File: src/rtl/serial_adder.sv
`default_nettype none
// ============================================================================
// serial_adder: digit-serial adder/subtractor, DIGIT bits per clock, rev 1.0
// ============================================================================

module serial_adder #(
  parameter int WIDTH = 8,
  parameter int DIGIT = 1
) (
  input  logic             clk,
  input  logic             rst_n,
  input  logic             start_i,
  input  logic [WIDTH-1:0] a_i,
  input  logic [WIDTH-1:0] b_i,
  input  logic             cin_i,
  input  logic             sub_i,
  output logic             busy_o,
  output logic             done_o,
  output logic [WIDTH-1:0] sum_o,
  output logic             carry_o,
  output logic             ovf_o
);

  localparam int N     = WIDTH / DIGIT;
  localparam int CNT_W = $clog2(N + 1);
  localparam logic [CNT_W-1:0] LAST = CNT_W'(N - 1);

  typedef enum logic [1:0] {
    S_IDLE = 2'd0,
    S_BUSY = 2'd1,
    S_DONE = 2'd2
  } state_t;

  state_t             state_q, state_d;
  logic [WIDTH-1:0]   a_q, a_d;
  logic [WIDTH-1:0]   b_q, b_d;
  logic [WIDTH-1:0]   part_q, part_d;
  logic [CNT_W-1:0]   cnt_q, cnt_d;
  logic               cy_q, cy_d;
  logic               amsb_q, amsb_d;
  logic               bmsb_q, bmsb_d;
  logic [WIDTH-1:0]   sum_q, sum_d;
  logic               carry_q, carry_d;
  logic               ovf_q, ovf_d;

  logic [DIGIT:0]     dig_sum;
  logic [WIDTH-1:0]   part_next;

  assign dig_sum = {1'b0, a_q[DIGIT-1:0]} + {1'b0, b_q[DIGIT-1:0]}
                 + {{DIGIT{1'b0}}, cy_q};

  // New digit enters at the top so the last digit leaves the word LSB-aligned.
  assign part_next = (part_q >> DIGIT)
                   | (WIDTH'(dig_sum[DIGIT-1:0]) << (WIDTH - DIGIT));

  always_comb begin
    state_d = state_q;
    a_d     = a_q;
    b_d     = b_q;
    part_d  = part_q;
    cnt_d   = cnt_q;
    cy_d    = cy_q;
    amsb_d  = amsb_q;
    bmsb_d  = bmsb_q;
    sum_d   = sum_q;
    carry_d = carry_q;
    ovf_d   = ovf_q;

    unique case (state_q)
      S_IDLE, S_DONE: begin
        if (start_i) begin
          state_d = S_BUSY;
          a_d     = a_i;
          b_d     = b_i ^ {WIDTH{sub_i}};
          cy_d    = cin_i ^ sub_i;
          cnt_d   = '0;
          part_d  = '0;
          amsb_d  = a_i[WIDTH-1];
          bmsb_d  = b_i[WIDTH-1] ^ sub_i;
        end else begin
          state_d = S_IDLE;
        end
      end
      S_BUSY: begin
        a_d    = a_q >> DIGIT;
        b_d    = b_q >> DIGIT;
        part_d = part_next;
        cy_d   = dig_sum[DIGIT];
        cnt_d  = cnt_q + CNT_W'(1);
        if (cnt_q == LAST) begin
          state_d = S_DONE;
          sum_d   = part_next;
          carry_d = dig_sum[DIGIT];
          ovf_d   = (amsb_q == bmsb_q) && (part_next[WIDTH-1] != amsb_q);
        end
      end
      default: state_d = S_IDLE;
    endcase
  end

  always_ff @(posedge clk) begin
    if (!rst_n) begin
      state_q <= S_IDLE;
      a_q     <= '0;
      b_q     <= '0;
      part_q  <= '0;
      cnt_q   <= '0;
      cy_q    <= 1'b0;
      amsb_q  <= 1'b0;
      bmsb_q  <= 1'b0;
      sum_q   <= '0;
      carry_q <= 1'b0;
      ovf_q   <= 1'b0;
    end else begin
      state_q <= state_d;
      a_q     <= a_d;
      b_q     <= b_d;
      part_q  <= part_d;
      cnt_q   <= cnt_d;
      cy_q    <= cy_d;
      amsb_q  <= amsb_d;
      bmsb_q  <= bmsb_d;
      sum_q   <= sum_d;
      carry_q <= carry_d;
      ovf_q   <= ovf_d;
    end
  end

  assign busy_o  = (state_q == S_BUSY);
  assign done_o  = (state_q == S_DONE);
  assign sum_o   = sum_q;
  assign carry_o = carry_q;
  assign ovf_o   = ovf_q;

endmodule

`default_nettype wire

File: config.mk
export PLATFORM = sky130hd
export DESIGN_NAME = serial_adder
export DESIGN_NICKNAME = d
export VERILOG_FILES = /design/src/rtl/serial_adder.sv
export SDC_FILE = /design/constraint.sdc
export NUM_CORES = 1
export LEC_CHECK = 0
export ABC_AREA = 1
export CAP_MARGIN = 10
export CORE_MARGIN = 2
export CORE_UTILIZATION = 56
export DETAILED_ROUTE_END_ITERATION = 6
export GPL_TIMING_DRIVEN = 1
export HOLD_SLACK_MARGIN = 0.1
export PLACE_DENSITY = 0.81
export SYNTH_ARGS = -nofsm -noshare
export SYNTH_HDL_FRONTEND = slang
export SYNTH_SLANG_ARGS = --single-unit
export TNS_END_PERCENT = 50
File: constraint.sdc
create_clock -name clk -period 2.13 [get_ports clk]
set_clock_uncertainty 0.1 [all_clocks]
set_input_delay 0.426 -clock clk [delete_from_list [all_inputs] [get_ports clk]]
set_output_delay 0.426 -clock clk [all_outputs]
set_load 0.05 [all_outputs]
Word-level counts from Yosys, hierarchy flattened
Cells that the tools add are included.
{"block": "totals", "ff_bits": 43, "word_cells": 45, "inputBits": 21, "out_inout_bits": 12}
{"block": "classes", "eq_ne": 7, "n_mux": 13, "bitwise_logic": 4, "addsub": 3, "reduce_logical": 7}
{"cell": "8-bit one-hot mux with 2 select lines", "count": 3}
{"cell": "8-bit two-way mux", "count": 3}
{"cell": "7-bit by 8-bit bitwise OR with 8-bit output", "count": 1}
{"cell": "4-bit one-hot mux with 2 select lines", "count": 1}
{"cell": "8-bit XOR", "count": 1}
{"cell": "2-bit AND reduction", "count": 3}
{"cell": "4-bit by 1-bit adder with 4-bit output (second input constant)", "count": 1}
{"cell": "4-bit by 3-bit == test with 1-bit output (second input constant)", "count": 1}
{"cell": "4-bit two-way mux", "count": 1}
{"cell": "2-bit one-hot mux with 2 select lines", "count": 1}
{"cell": "1-bit by 1-bit adder with 2-bit output", "count": 1}
{"cell": "2-bit by 1-bit adder with 2-bit output", "count": 1}
{"cell": "2-bit by 1-bit == test with 1-bit output (second input constant)", "count": 1}
{"cell": "2-bit == test (second input constant)", "count": 1}
{"cell": "2-bit logical NOT", "count": 1}
{"cell": "1-bit two-way mux", "count": 2}
{"cell": "2-bit two-way mux", "count": 1}
{"cell": "2-bit by 1-bit inequality test with 1-bit output (second input constant)", "count": 1}
{"cell": "2-bit inequality test (second input constant)", "count": 1}
{"cell": "1-bit one-hot mux with 2 select lines", "count": 1}
{"cell": "2-bit nonzero test", "count": 1}
{"cell": "2-bit OR reduction", "count": 1}
{"cell": "1-bit XOR", "count": 2}
{"cell": "1-bit == test", "count": 1}
{"cell": "other kinds (2)", "count": 2}

Longest topological paths before layout
Gate-level depths: netlist of run 1.
{"block": "logic_depth", "depth_word": 5, "depth_mapped": 8, "depth_no_buf": 7}

Least setup slack after synthesis of run 1
No wires, ideal clock.
{"block": "synth_path", "path_kind": "register to output", "start": "register state_q[1]", "end": "output port done_o", "n_path_buf": 0, "stages_incl_launch_ff": 3, "required_time_ns": 1.604, "setup_slack_ns": 0.474, "arrival_ns": 1.130, "path_cell_list": "dfxtp_1 inv_2 nor2_1"}
{"block": "synth_between", "elab_chain_cells": 1}
{"element": "start, declared", "line": "34", "rtl": "state_t state_q, state_d;"}
{"element": "start signal, assigned", "line": "115", "rtl": "state_q <= state_d;"}
{"element": "2-bit == test", "line": "130", "rtl": "assign done_o = (state_q == S_DONE);"}
{"element": "end, declared", "line": "18", "rtl": "output logic done_o,"}
Every way passes these cells.

Final worst setup path of run 1
{"block": "layout_path", "start": "register sum_q[1] (netlist: sum_o[1])", "end": "output port sum_o[1]"}
{"element": "start, declared", "line": "42", "rtl": "logic [WIDTH-1:0] sum_q, sum_d;"}
{"element": "start signal, assigned", "line": "123", "rtl": "sum_q <= sum_d;"}
{"element": "end, declared", "line": "19", "rtl": "output logic [WIDTH-1:0] sum_o,"}
No word-level cell between the ends.

==> results.py, run 1 <==
metrics = {
    "run_status": {
        "status": "complete, no violations",
    },
    "synth": {
        "syn-cell-area_um2": 1920,
        "synth_compound_area_frac": 0.0904,
        "synthDistinctLibCells": 19,
        "ys_seq_elements": 42,
        "synthMuxAreaShare": 0,
        "ys_seq_area_frac": 0.437,
        "synth_top_family_by_area": "simple AND/OR/NAND/NOR gates",
        "syn_area_per_cell_um2": 6.87,
        "syn-instance-count": 280,
        "synthAdderAreaFrac": 0.0169,
        "synth-xor-area-share": 0,
        "syn_nets": 303,
        "synth-simple-area-share": 0.326,
        "ys_warn_count": 0,
    },
    "critical_path": {
        "cpLargestDelayFamily": "buffers and inverters",
        "critPathMaxStageDelay_ns": 0.82,
        "endpoint_kind": "output port",
        "startpoint_type": "register",
        "cp.depth": 1,
        "crit_required_ns": 1.60,
        "crit_arrival_ns": 1.53,
        "worstSetupPathType": "register to output port",
        "cp_max_fo": 2,
        "crit_slowest_cell": "clkdlybuf4s50_1",
        "crit_buf_inv": 1,
        "reg2reg_depth": 4,
        "crit_chain": "clkdlybuf4s50_1",
    },
    "clocking": {
        "clk_pin_slew_worst_paths_ns": 0.12,
        "cts_max_level": 2,
        "cts-resized-gates": 0,
        "ctsHoldBuffers": 0,
        "cts-root-buf": "clkbuf_4",
        "clockBufferDepth": 2,
        "cts_setup_buffers": 0,
        "numCtsBuffers": 5,
        "cts_tree": "yes",
        "clk_latency_ns": 0.36,
        "cts.sink_count": 42,
    },
    "finish": {
        "drive_gt1_frac": 0.0769,
        "layout_common_cells": "nand2_1 (95), dfxtp_1 (42), inv_1 (40)",
        "final_common_cell": "nand2_1",
        "diodes": 0,
        "fin_nets": 334,
        "finish.utilization": 0.704,
        "area_delta_synth_final_pct": 21.2,
        "nFillCells": 302,
    },
    "run": {
        "drv_cap": 0,
    },
    "sta": {
        "tns_ns": 0,
        "hold_violations": 0,
        "period_share": 0.966,
        "finalSetupViolations": 0,
        "tightest_slew_ns": 0.639,
        "fin_crit_ns": 2.06,
        "grt_setup_unrepaired": "no",
        "slew_viol_final": 0,
        "slew_headroom": 0.573,
        "fmax_ghz": 0.486,
        "timing.hold.ws_ns": 0.375,
    },
    "floorplan": {
        "die_x_um": 62.6,
        "die_y_um": 62.6,
        "ioPinCount": 33,
        "rows": 21,
        "initial_core_util": 0.581,
        "core_um2": 3310,
        "dieArea_um2": 3920,
    },
    "drt": {
        "wl_um": 3950,
        "vias_per_cell": 4.86,
        "drc": 0,
        "drt_iter0_drc": 92,
        "ant_nets": 0,
        "dr.pass1.iters": 4,
        "wl_per_cell_um": 11.0,
        "vias": 1740,
    },
    "worst_hold_path": {
        "holdPathStages": 2,
        "min_path_type": "register to register",
    },
    "placement": {
        "globalplace.congestion": 0.764,
        "dpl.hpwl_um": 2700,
        "io_buffers": 32,
    },
    "grt": {
        "gr-usage-met1": 0.266,
        "grtUsageTotal": 0.222,
        "met3_usage": 0.0505,
        "grt_pass1_vias": 1580,
        "grt_overflow_total": 0,
        "grt_util_met2": 0.379,
        "grt_antenna_before_repair": 0,
        "busiest_layer": "met2",
        "grt_max_degree": 22,
        "grt_first_pass_wirelength_um": 6890,
    },
    "power_and_ir_drop": {
        "leakage_nw": 1.03,
        "power_density_nw_per_um2": 676,
        "ir_worst_vdd_v": 0.000540,
    },
}
[through the flow]
stage,power [mW],cell area [µm²],instances,setup slack (ns)
floorplan,1.01,1920,280,0.474
global placement,1.08,2250,350,0.294
detailed placement,1.08,2250,350,0.286
CTS,1.58,2330,358,0.0572
global route,1.66,2330,358,0.0171
finish,1.58,2330,358,0.0722
[kinds of logic (layout without fill, tap and decap cells)]
| family | Yosys count | count (layout) |
|---|---|---|
| flops | 42 | 42 |
| compound gates | 34 | 34 |
| simple gates | 147 | 147 |
| fa+ha+maj | 2 | 2 |
| buf+inv | 55 | 87 |
[cells in the mapped netlist (all sizes together)]
cell type,number,share of area
or2,2,0.0065
inv,42,0.082
nand3,35,0.091
fa,1,0.010
nor2,12,0.033
a21oi,23,0.062
o21ai,11,0.029
buf,7,0.035
dfxtp,42,0.44
clkbuf,5,0.0098
clkinv,1,0.0026
nand2,98,0.20
ha,1,0.0065
[power breakdown]
part / total (mW) / switching (mW) / internal (mW)
Combinational: 0.228 / 0.131 / 0.0967
Sequential: 0.837 / 0.0196 / 0.818
Clock: 0.511 / 0.263 / 0.248
Total: 1.58 / 0.414 / 1.16
[final cells by class]
type / count / area, µm² / area share
sequential: 42 / 841 / 0.361
timing repair buffer: 36 / 358 / 0.154
inverter: 43 / 163 / 0.0698
clock inverter: 2 / 37.5 / 0.0161
tap: 46 / 57.6 / 0.0247
clock buffer: 6 / 41.3 / 0.0177
multi-input combinational: 183 / 833 / 0.357
[layer usage]
metal | vias up | part of all wire
met5 | - | 0
met1 | 773 | 0.47
met3 | 5 | 0.035
met4 | 0 | 0.016
li1 | 924 | -
met2 | 38 | 0.47
[registers in the layout, indices dropped and copies added (netlist names), 2 cells and up]
register  cells
sum_o         8
cnt_q         4
b_q           8
part_q        7
a_q           8
state_q       2
[final timing paths]
check / start / to / slack [ns]
worst max register to register: a_q[0] / part_q[7] / 0.54
worst min register to register: a_q[1] / a_q[1] / 0.37
worst min-delay path: a_q[1] / a_q[1] / 0.37
worst max-delay path: sum_o[1] / sum_o[1] / 0.07
(Power assumes the default switching activity.)
==> run 2, diff against run 1 <==
--- a/config.mk
+++ b/config.mk
@@ -13,6 +13,7 @@
 export GPL_TIMING_DRIVEN = 1
 export HOLD_SLACK_MARGIN = 0.1
 export PLACE_DENSITY = 0.81
+export RECOVER_POWER = 50
 export SYNTH_ARGS = -nofsm -noshare
 export SYNTH_HDL_FRONTEND = slang
 export SYNTH_SLANG_ARGS = --single-unit
==> run 2 against run 1 <==
  * Maximum frequency down 0.12%
  * Hold slack barely moved
  * Combinational power down 2%
  * Utilization shrank 0.60 points
  * First-iteration DRC count down 13%
  * Flip-flop and latch count is the same
==> results.py, run 2 (synthesis results as in run 1) <==
metrics = {
    "drt": {
        "dr.pass1.iters": 4,
        "vias_per_cell": 4.90,
        "vias": 1755,
        "drt_iter0_drc": 80,
        "wl_um": 3990,
        "wl_per_cell_um": 11.1,
        "drc": 0,
        "ant_nets": 0,
    },
    "finish": {
        "final_design_area_no_fill_um2": 2310,
        "finish.utilization": 0.698,
        "drive_gt1_frac": 0.0577,
        "diodes": 0,
        "multiInputGateArea_um2": 818,
        "final_common_cell": "nand2_1",
        "area_delta_synth_final_pct": 20.2,
        "fin_nets": 334,
        "regArea_um2": 841,
        "instances_no_fill": 358,
        "nFillCells": 309,
        "layout_common_cells": "nand2_1 (96), inv_1 (43), dfxtp_1 (42)",
    },
    "clocking": {
        "cts-resized-gates": 0,
        "clk_latency_ns": 0.36,
        "clk_pin_slew_worst_paths_ns": 0.12,
        "cts.sink_count": 42,
        "ctsHoldBuffers": 0,
        "clockBufferDepth": 2,
        "cts_setup_buffers": 0,
        "cts_max_level": 2,
        "numCtsBuffers": 5,
        "cts_tree": "yes",
        "cts-root-buf": "clkbuf_4",
    },
    "placement": {
        "globalplace.congestion": 0.764,
        "io_buffers": 32,
        "dp.cells": 350,
        "pre_cts_ws_ns": 0.286,
        "dpl.hpwl_um": 2700,
        "dpl_cell_area_um2": 2250,
    },
    "power_and_ir_drop": {
        "ir_worst_vdd_v": 0.000540,
        "p_total_mw": 1.57,
        "leakage_nw": 1.03,
        "power_density_nw_per_um2": 680,
    },
    "floorplan": {
        "rows": 21,
        "initial_core_util": 0.581,
        "die_y_um": 62.6,
        "ioPinCount": 33,
        "die_x_um": 62.6,
        "core_um2": 3310,
        "dieArea_um2": 3920,
    },
    "grt": {
        "grt_antenna_before_repair": 0,
        "grt_max_degree": 22,
        "grt_overflow_total": 0,
        "gr-usage-met1": 0.266,
        "busiest_layer": "met2",
        "grt_first_pass_wirelength_um": 6890,
        "grtUsageTotal": 0.222,
        "grt_util_met2": 0.379,
        "grt_pass1_vias": 1580,
        "met3_usage": 0.0505,
    },
    "critical_path": {
        "cp_max_fo": 2,
        "worstSetupPathType": "register to output port",
        "critPathMaxStageDelay_ns": 0.82,
        "cpLargestDelayFamily": "buffers and inverters",
        "crit_required_ns": 1.60,
        "endpoint_kind": "output port",
        "crit_slowest_cell": "clkdlybuf4s50_1",
        "crit_chain": "clkdlybuf4s50_1",
        "crit_arrival_ns": 1.53,
        "crit_buf_inv": 1,
        "startpoint_type": "register",
    },
    "run": {
        "drv_cap": 0,
    },
    "sta": {
        "hold_violations": 0,
        "tns_ns": 0,
        "slew_viol_final": 0,
        "tightest_slew_ns": 0.731,
        "fin_crit_ns": 2.06,
        "grt_setup_unrepaired": "no",
        "setup_ws_ns": 0.0697,
        "finalSetupViolations": 0,
        "fmax_ghz": 0.485,
        "timing.hold.ws_ns": 0.375,
        "slew_headroom": 0.512,
        "period_share": 0.967,
    },
    "worst_hold_path": {
        "min_path_type": "register to register",
    },
    "run_status": {
        "status": "complete, no violations",
    },
}
[run 2: cell count changes in the layout (fill, tap and decap cells not counted), sizes merged]
cell           change
clkdlybuf4s50      -2
dlygate4sd3        +2
buf                -1
clkbuf             +1
clkinv             -1
inv                +1
[run 2: path summary, 6_finish.rpt]
| path | from | end | slack, ns | cells past startpoint |
|---|---|---|---|---|
| hold / removal | a_q[1] | a_q[1] | 0.37 | 2 |
| setup / recovery | sum_o[1] | sum_o[1] | 0.07 | 1 |
| hold reg to reg | a_q[1] | a_q[1] | 0.37 | 2 |
| setup reg to reg | state_q[0] | a_q[5] | 0.22 | 7 |
[run 2: cell type report]
class	instances	share of cell area
sequential	42	0.364
multi-input combinational	183	0.354
timing repair buffer	36	0.153
inverter	43	0.0698
tap	46	0.0249
clock buffer	6	0.0179
clock inverter	2	0.0162
[run 2: routing by layer]
layer	routed length, µm	share of wire	vias up
met2	1870	0.47	46
met3	144	0.036	7
met4	69	0.017	0
met1	1910	0.48	778
li1	-	-	924
met5	0	0	-
[run 2: power by group]
part | total, mW | internal [mW] | leakage [nW] | switching [mW]
clock | 0.511 | 0.248 | 0.0385 | 0.263
combinational | 0.223 | 0.0930 | 0.647 | 0.130
sequential | 0.837 | 0.818 | 0.342 | 0.0190
total | 1.57 | 1.16 | 1.03 | 0.412
==> RTL edit (settings of run 1) <==
Reset style: asynchronous (`rst_n`), changed in one clocked block.
--- a/src/rtl/serial_adder.sv
+++ b/src/rtl/serial_adder.sv
@@ -100,3 +100,3 @@
 
-  always_ff @(posedge clk) begin
+  always_ff @(posedge clk or negedge rst_n) begin
     if (!rst_n) begin
Function: differs if rst_n is asserted again (counterexample within 4 cycles, from zero or initial values and one cycle with rst_n low); with rst_n held inactive, the same outputs for 10 cycles.
==> RTL edit against run 1 <==
Global-route usage decreased by 1.1 points; critical path depth unchanged; routed wire length down 7.4%; worst setup slack got worse by 0.013 ns; utilization grew 2.2 points; synthesized area up 0.85%; sequential cell count unchanged; synthesized cell count down 15%; design area rose by 4.0%.
Power is not compared: it rests on default switching activity, and its combinational part moved more than twofold at a synthesized area within 25%.
==> RTL edit: results (changes against run 1) <==
* Path depth of the worst reg2reg path at 5 (+1)
* Routed wire length at 3.657 mm (-7.4%)
* Share of cells above drive strength 1 at 0.1191 (+0.04221)
* Vias after detailed routing at 1,598 (-8.2%)
* Nets at 299 (-10%)
* Port buffer count at 32 (unchanged)
* Min-delay src: part_q[5]
* # hold bufs at CTS at 1 (+1)
* Clock Latency Late Sink at 0.36 ns (about the same)
* Worst setup path endpoint: sum_o[5]
* Met3 WL at 173 um (+25%)
* Gate Count Post-Synth at 237 (-15%)
* Placed Cells at 314 (-10%)
* R2r startpoint: state_q[0]
* Post-synth net total at 260 (-14%)
* Largest net degree at the start of global routing at 25 (+14%)
* Status: completed
* Clk root buf: clkbuf_4
* WHS Path Cells at 2 (unchanged)
* Leak at 1.275 nW
* Non-filler cells, final at 323 (-9.8%)
* Met1 WL at 1.682 mm (-10%)
* Setup WS post-layout at 0.05888 ns (-0.01328 ns)
* Compound-Gate Fraction of Synth Area at 0.03290 (-0.05753)
* Overall routing resource usage at 0.2111 (-0.01052)
* Post-DP HPWL at 2.679 mm (-0.95%)
* GP Congestion at 0.7314 (-4.3%)
* Yosys Warn Count at 0 (unchanged)
* Vias in the first global route at 1,375 (-13%)
* R2R Path End: sum_o[2]
* Synth async-reset ratio at 1.000 (+1.000)
* Adder-cell share of the synthesized area at 0.01677 (-0.0001419)
* Internal Power at 2.057 mW
* Iteration-0 DRC count of the detailed router at 113 (+23%)
* Setup crit start: sum_o[5]
* Largest cells by area after synthesis: dfrtp_1 54%, nand2_1 19%, nand3_1 8.0%, inv_1 4.8%, or2_2 3.2%
* H-tree Lvls at 2 (unchanged)
* Reg2reg setup slack at 0.56 ns (+0.02 ns)
* Hold Path Sink: sum_o[4]
* Pre-CTS setup slack at 0.2899 ns (+0.004291 ns)
* Worst hold slack at 0.3790 ns (+0.004018 ns)
* WL met2 at 1.729 mm (-7.8%)
* First-pass GRT wire length at 6.272 mm (-8.9%)
* DP Area at 2331 um^2 (+3.5%)
* Slew @ Worst Pin at 0.5134 ns (-0.1257 ns)
* Sequential fraction of the synthesis area at 0.5419 (+0.1047)
==> RTL edit: power by group through the flow <==
stage	Sequential, mW	Clock [mW]	Combinational [mW]
floorplan	1.67	0	0.963
global placement	1.38	0	1.73
detailed placement	1.40	0	1.78
CTS	1.38	0.503	1.79
global route	1.42	0.543	1.97
finish	1.38	0.494	1.77
==> RTL edit: layout make-up <==
type | instances | area [um^2]
Sequential cell | 42 | 1051
Fill cell | 273 | 913.4
Multi-Input combinational cell | 162 | 744.5
Timing Repair Buffer | 39 | 395.4
Inverter | 26 | 97.59
Tap cell | 46 | 57.56
Clock inverter | 3 | 40.04
Clock buffer | 5 | 37.54
==> RTL edit: cells by family after synthesis <==
family          after synthesis
buf+inv                      33
flops                        42
compound gates               11
simple gates                149
fa+ha+maj                     2
==> RTL edit: routing by layer <==
metal | vias to the layer above | global-route usage
met5 | - | 0
met4 | 0 | 0.09167
met3 | 7 | 0.06126
met2 | 40 | 0.3347
met1 | 737 | 0.2709
li1 | 814 | -
